File: config.mk
export PLATFORM = sky130hd
export DESIGN_NAME = nes_pad_responder
export DESIGN_NICKNAME = d
export VERILOG_FILES = /design/src/rtl/nes_pad_responder.sv
export SDC_FILE = /design/constraint.sdc
export NUM_CORES = 1
export LEC_CHECK = 0
export BUFFER_PORTS_ARGS = -buffer_cell sky130_fd_sc_hd__buf_2
export CORE_ASPECT_RATIO = 1.4
export CORE_MARGIN = 10
export CORE_UTILIZATION = 59
export DETAILED_ROUTE_END_ITERATION = 7
export GPL_TIMING_DRIVEN = 0
export PLACE_DENSITY = 0.85
export RECOVER_POWER = 50
export SETUP_SLACK_MARGIN = 0.15
export SYNTH_ARGS = -nofsm -noshare
export SYNTH_HDL_FRONTEND = slang
export SYNTH_SLANG_ARGS = --single-unit
File: constraint.sdc
create_clock -name clock -period 2.79 [get_ports clock]
set_input_delay 0.1395 -clock clock [delete_from_list [all_inputs] [get_ports clock]]
set_output_delay 0.1395 -clock clock [all_outputs]
set_load 0.005 [all_outputs]
File: src/rtl/nes_pad_responder.sv
// Controller end of the NES joypad link: debounced buttons feeding a 4021-style shift register.
// Optional A/B turbo is compiled in when PAD_TURBO_EN is defined.
module nes_pad_responder #(
    parameter int DEBOUNCE_DIV = 16000,
    parameter int DEBOUNCE_N   = 4,
    parameter int TURBO_DIV    = 533333
) (
    input  logic       clock,
    input  logic       reset,
    input  logic [7:0] btn_n,
    input  logic       joy_strobe,
    input  logic       joy_clock,
`ifdef PAD_TURBO_EN
    input  logic [1:0] turbo_n,
`endif
    output logic       joy_data,
    output logic [7:0] pressed,
    output logic [3:0] read_count
);
    localparam int DW = (DEBOUNCE_DIV > 1) ? $clog2(DEBOUNCE_DIV) : 1;

    logic [7:0] btn_meta, btn_sync;
    logic       strobe_meta, strobe_sync;
    logic       clk_meta, clk_sync, clk_prev;
    logic       clk_rise;

    always_ff @(posedge clock) begin
        if (reset) begin
            btn_meta    <= '0;
            btn_sync    <= '0;
            strobe_meta <= 1'b0;
            strobe_sync <= 1'b0;
            clk_meta    <= 1'b0;
            clk_sync    <= 1'b0;
            clk_prev    <= 1'b0;
        end else begin
            btn_meta    <= btn_n;
            btn_sync    <= btn_meta;
            strobe_meta <= joy_strobe;
            strobe_sync <= strobe_meta;
            clk_meta    <= joy_clock;
            clk_sync    <= clk_meta;
            clk_prev    <= clk_sync;
        end
    end

    assign clk_rise = clk_sync & ~clk_prev;

    // Debounce sample tick, one cycle wide at prescaler wrap.
    logic [DW-1:0] pre;
    logic          tick;
    assign tick = (pre == DW'(DEBOUNCE_DIV - 1));

    always_ff @(posedge clock) begin
        if (reset)     pre <= '0;
        else if (tick) pre <= '0;
        else           pre <= pre + 1'b1;
    end

    logic [3:0] agree [8];
    logic [7:0] sample;
    assign sample = ~btn_sync;

    always_ff @(posedge clock) begin
        if (reset) begin
            pressed <= '0;
            for (int i = 0; i < 8; i++) agree[i] <= '0;
        end else if (tick) begin
            for (int i = 0; i < 8; i++) begin
                if (sample[i] == pressed[i]) begin
                    agree[i] <= '0;
                end else if (agree[i] == 4'(DEBOUNCE_N - 1)) begin
                    pressed[i] <= sample[i];
                    agree[i]   <= '0;
                end else begin
                    agree[i] <= agree[i] + 4'd1;
                end
            end
        end
    end

    logic [7:0] eff_pressed;

`ifdef PAD_TURBO_EN
    localparam int TW = (TURBO_DIV > 1) ? $clog2(TURBO_DIV) : 1;

    logic [1:0]    turbo_meta, turbo_sync;
    logic [TW-1:0] turbo_cnt;
    logic          turbo_phase;

    always_ff @(posedge clock) begin
        if (reset) begin
            turbo_meta  <= '0;
            turbo_sync  <= '0;
            turbo_cnt   <= '0;
            turbo_phase <= 1'b0;
        end else begin
            turbo_meta <= turbo_n;
            turbo_sync <= turbo_meta;
            if (turbo_cnt == TW'(TURBO_DIV - 1)) begin
                turbo_cnt   <= '0;
                turbo_phase <= ~turbo_phase;
            end else begin
                turbo_cnt <= turbo_cnt + 1'b1;
            end
        end
    end

    // A held turbo button only reads as pressed during phase 1.
    assign eff_pressed = {pressed[7:2], pressed[1:0] & (turbo_sync | {2{turbo_phase}})};
`else
    assign eff_pressed = pressed;
`endif

    // Load dominates shifting; the fill bit of 1 makes reads past eight return "pressed".
    logic [7:0] sr;

    always_ff @(posedge clock) begin
        if (reset) begin
            sr         <= '0;
            read_count <= '0;
            joy_data   <= 1'b1;
        end else begin
            if (strobe_sync) begin
                sr         <= eff_pressed;
                read_count <= '0;
            end else if (clk_rise) begin
                sr <= {1'b1, sr[7:1]};
                if (read_count != 4'd8) read_count <= read_count + 4'd1;
            end
            joy_data <= ~sr[0];
        end
    end
endmodule

-- After elaboration in Yosys (flattened, before gate mapping)
Memories as Yosys holds them, arrays and structs flattened.
Index checks and enable logic that the tools add are counted.
- add/sub/neg operators: 10
- equal/unequal tests: 18
- multiplexer cells: 140
- bitwise gates (word level): 36
- reduce and logical (&&, ||, !) cells: 12
- operators with widths (operator ; number):
    $mux 1 ; 114
    $mux 4 ; 24
    $add 4x1->4 const B ; 9
    $eq 4x2->1 const B ; 8
    $or 1x1->1 ; 24
    $reduce_and 3->1 ; 8
    $mux 8 ; 2
    $add 14x1->14 const B ; 1
    $eq 14x14->1 const B ; 1
    $not 1->1 ; 10
    $eq 1x1->1 ; 8
    $not 8->8 ; 1
    $ne 4x4->1 const B ; 1
    $reduce_or 2->1 ; 2
    $reduce_and 2->1 ; 1
    $reduce_bool 2->1 ; 1
    $and 1x1->1 ; 1
- bits in registers: 56
- bits in writable memories: 32
- output and inout bits: 13
- logic and storage cells: 236
- memories: 1
- memories (memory ; depth ; width ; read ports ; clocked after memory_dff ; write ports ; RTL line ; RTL):
    agree ; 8 ; 4 ; 8 ; 0 ; 8 ; 60 ; logic [3:0] agree [8];

-- Longest topological paths before layout
- depth in word-level cells: 9
- gate-level depth with buffers: 7
- mapped depth without buffers: 6

-- Worst setup path after synthesis
Ideal clock, no wire load.
- path kind: register to register
- start point: reg pre[0]
- end point: mem agree[0][0], enable pin
- arrival: 1.895 ns
- data required time: 2.413 ns
- path slack: 0.517 ns
- stages on the path, launching flop included: 7
- cells stage by stage: dfxtp_1 ha_1 nand4_1 nor4_4 buf_6 or2_2 buf_2
- RTL lines (item ; RTL line ; RTL):
    start: declaration ; 50 ; logic [DW-1:0] pre;
    start signal: assignment ; 57 ; else pre <= pre + 1'b1;
    end: declaration ; 60 ;

-- Worst setup path after layout
- start point: reg pre[0]
- end point: reg pressed[0]
- cells in the longest elaborated chain, start to end: 2
- ends and longest elaborated chain (item ; RTL line ; RTL):
    $eq 14x14->1 ; 52 ; assign tick = (pre == DW'(DEBOUNCE_DIV - 1));
    $reduce_and 3->1 (no line) ; - ;
    end signal: indexed assignment ; 73 ; pressed[i] <= sample[i];
    end: declaration ; 17 ; output logic [7:0] pressed,
Every way passes these cells.
A chain may end at the register's enable or synchronous reset.

==> results.json <==
{
  "outcome": "finished, violations left",
  "violations": "negative hold slack",
  "path_max_fanout": 10,
  "clock.fmax_mhz": 408,
  "synth_area_leaders": "dfxtp_1, edfxtp_1, nor2_1, xor2_1, xnor2_1",
  "grt_max_degree": 42,
  "syn_avg_cell_area_um2": 11.2,
  "seqPwrFrac_pct": 62.2,
  "die-area_um2": 9780,
  "totalWireLength_um": 6420,
  "num_rows": 33,
  "cp-end-kind": "register",
  "maxSlewViolCount": 0,
  "critPathMaxStageDelay_ns": 0.54,
  "synth_top_area_cell": "dfxtp_1",
  "crit_type": "reg -> reg",
  "firstDrtPassIters": 4,
  "p_per_area_nw_per_um2": 546,
  "boundaryPins": 25,
  "nets": 390,
  "chipWidth_um": 86.5,
  "vdd_ir_drop_max_uv": 397,
  "clk_latency_ns": 0.36,
  "syn_area_um2": 3650,
  "area_delta_synth_final_pct": 11.6,
  "netlist_top_cells_count": "dfxtp_1, nor2_1, edfxtp_1, nor2b_1, xor2_1",
  "power_frac_comb_pct": 4.7,
  "p_switching_uw": 496,
  "period_share_pct": 87.9,
  "critPathTopFamily": "simple AND/OR/NAND/NOR gates",
  "internal-power_mw": 1.73,
  "ctsLongestPathBuffers": 2,
  "antenna_found_initial": 0,
  "numCtsBuffers": 9,
  "vias": 2357,
  "startpoint_type": "register",
  "arrival_ns": 2.72,
  "p_leak_nw": 1.53,
  "setup_viol": 0,
  "whs_ns": -0.000170,
  "ys_ff_latch": 88,
  "crit_chain": "ha_1 > nand4_1 > nor4_4 > buf_6 > clkbuf_1 > a21oi_1 > a311oi_1",
  "timing.critical_path.buf_inv": 2,
  "synth_edf_count": 32,
  "final.setup.tns_ns": 0,
  "clk_root_buffer_cell": "clkbuf_8",
  "ys_seq_area_share_pct": 57.0,
  "place_hpwl_um": 4550,
  "first_iter_violations": 137,
  "final_cells": 442,
  "syn_nets": 348,
  "min-delay-path-class": "in -> reg",
  "skew_ns": 0.00937,
  "yosysMostFrequentCell": "dfxtp_1",
  "die_h_um": 113,
  "dp_cells": 419,
  "syn_inst": 325,
  "grt-ovfl-total": 0,
  "path_clk_slew_ns": 0.08,
  "ant_nets": 0,
  "hold_violations": 1,
  "rsz0062_at_grt": "no",
  "vias_per_cell": 5.33,
  "core_um2": 5950,
  "n_antenna_cell": 0,
  "maxCapViolations": 0,
  "maxSlewHeadroom_pct": 57.1,
  "post-route-util_pct": 68.5,
  "post-route-min-period_ns": 2.45,
  "cp.required_ns": 3.06,
  "grt_pass1_vias": 2350,
  "wire_per_inst_um": 14.5,
  "synth-main-ff-cell": "dfxtp_1",
  "worst_slew_pin_slew_ns": 0.644,
  "switching_share_pct": 22.3,
  "synthArstFlopShare_pct": 0,
  "tritoncts": "done",
  "numClockSinks": 88,
  "h-tree-depth": 3,
  "initial_core_util_pct": 61.4,
  "grt_util_all_layers_pct": 14.1,
  "power.total_mw": 2.23,
  "synth_warnings": 0,
  "synth.top_cell.area_share_pct": 30.7,
  "slowest_stage": "nor4_4",
  "yosysUniqueCellTypes": 30,
  "clockPowerShare_pct": 33.1,
  "numPortBuffers": 24,
  "remaining_drc_errors": 0,
  "gp_congestion": 0.781,
  "grt_pass1_wl_um": 11000,
  "drive_gt1_share_pct": 9.68
}
-- path summary, 6_finish.rpt --
path,from,end,slack [ns],cells past startpoint
setup reg to reg,pre[0],pressed[0],0.34,7
hold / removal,btn_n[1],btn_meta[1],-0.0002,2
setup / recovery,pre[0],pressed[0],0.34,7
hold reg to reg,sr[0],joy_data,0.41,1
-- per-stage QoR --
step,instance area [µm²],setup slack [ns]
2_1_floorplan,3650,0.517
3_3_place_gp,3860,0.0779
3_5_place_dp,3860,-0.0307
4_1_cts,4090,0.225
5_1_grt,4080,0.143
6_report,4080,0.338
-- state kept, by name (all words and copies together) (netlist names) --
| signal | cells |
|---|---|
| clk_prev | 1 |
| pressed | 8 |
| agree | 32 |
| pre | 14 |
| sr | 8 |
| clk_meta | 1 |
| strobe_meta | 1 |
| btn_sync | 8 |
| strobe_sync | 1 |
| btn_meta | 8 |
| joy_data | 1 |
| read_count | 4 |
| clk_sync | 1 |
-- layout make-up --
| cell class | instances | area, µm² |
|---|---|---|
| multi-input combinational | 214 | 1470 |
| clock inverter | 4 | 21.3 |
| inverter | 13 | 48.8 |
| tap | 70 | 87.6 |
| timing repair buffer | 31 | 174 |
| sequential | 88 | 2080 |
| clock buffer | 12 | 135 |
| fill | 475 | 1870 |
| buffer | 10 | 52.6 |
-- layer usage --
metal	track usage [%]	wire [µm]	up-vias
li1	-	-	1204
met1	15.6	2660	1100
met2	24.0	3320	38
met3	4.38	285	15
met4	6.39	153	0
met5	0	0	-
-- what timing repair did --
action	in CTS	in global routing
endpoints found under the setup margin	41	32
gates resized for setup	1	1
hold buffers	7	0
endpoints found under the hold margin	7	0
buffers inserted	0	0
-- cells in the final DEF (no fill, tap or decap) --
master | netlist | final
or3b_4 | 1 | 1
xor2_1 | 20 | 20
clkinv_1 | 0 | 2
a21oi_1 | 8 | 8
inv_4 | 0 | 1
nand3_1 | 12 | 12
nor3b_1 | 8 | 8
nand4_1 | 5 | 5
or2_2 | 1 | 1
mux2_2 | 7 | 7
a311oi_1 | 8 | 8
buf_6 | 1 | 2
inv_1 | 13 | 13
edfxtp_1 | 32 | 32
nand2b_1 | 1 | 1
nor2b_1 | 23 | 23
nor4_1 | 2 | 2
nor4_4 | 1 | 1
nand3b_1 | 1 | 1
dlygate4sd3_1 | 0 | 7
dfxtp_1 | 56 | 56
clkinvlp_4 | 0 | 1
nand2_1 | 4 | 4
clkbuf_8 | 0 | 9
clkbuf_1 | 5 | 22
ha_1 | 11 | 11
nor2_1 | 55 | 55
and3_1 | 1 | 1
or4b_4 | 2 | 2
or4b_1 | 6 | 6
mux2i_1 | 8 | 8
nor3_1 | 10 | 10
xnor2_1 | 19 | 19
buf_2 | 2 | 11
buf_1 | 2 | 2
-- cell families (layout without fill, tap and decap cells) --
group | Yosys count | in the layout | synth area share (%)
adders and majority gates | 11 | 11 | 3.77
DFF | 88 | 88 | 57.0
and+or+nand+nor | 133 | 133 | 19.9
muxes | 15 | 15 | 4.35
buffers and inverters | 23 | 70 | 2.64
xor gates and xnor gates | 39 | 39 | 9.35
AOI/OAI and AO/OA | 16 | 16 | 3.01
-- power groups by stage --
stage                     combinational [mW]  sequential [mW]  clock (mW)
after floorplan                       0.0678             1.41           0
after global placement                0.0922             1.41           0
after detailed placement              0.0965             1.41           0
after CTS                              0.105             1.38       0.747
after global routing                   0.118             1.39       0.796
final                                  0.105             1.38       0.736
No activity file was read; power rests on OpenSTA's default activity.
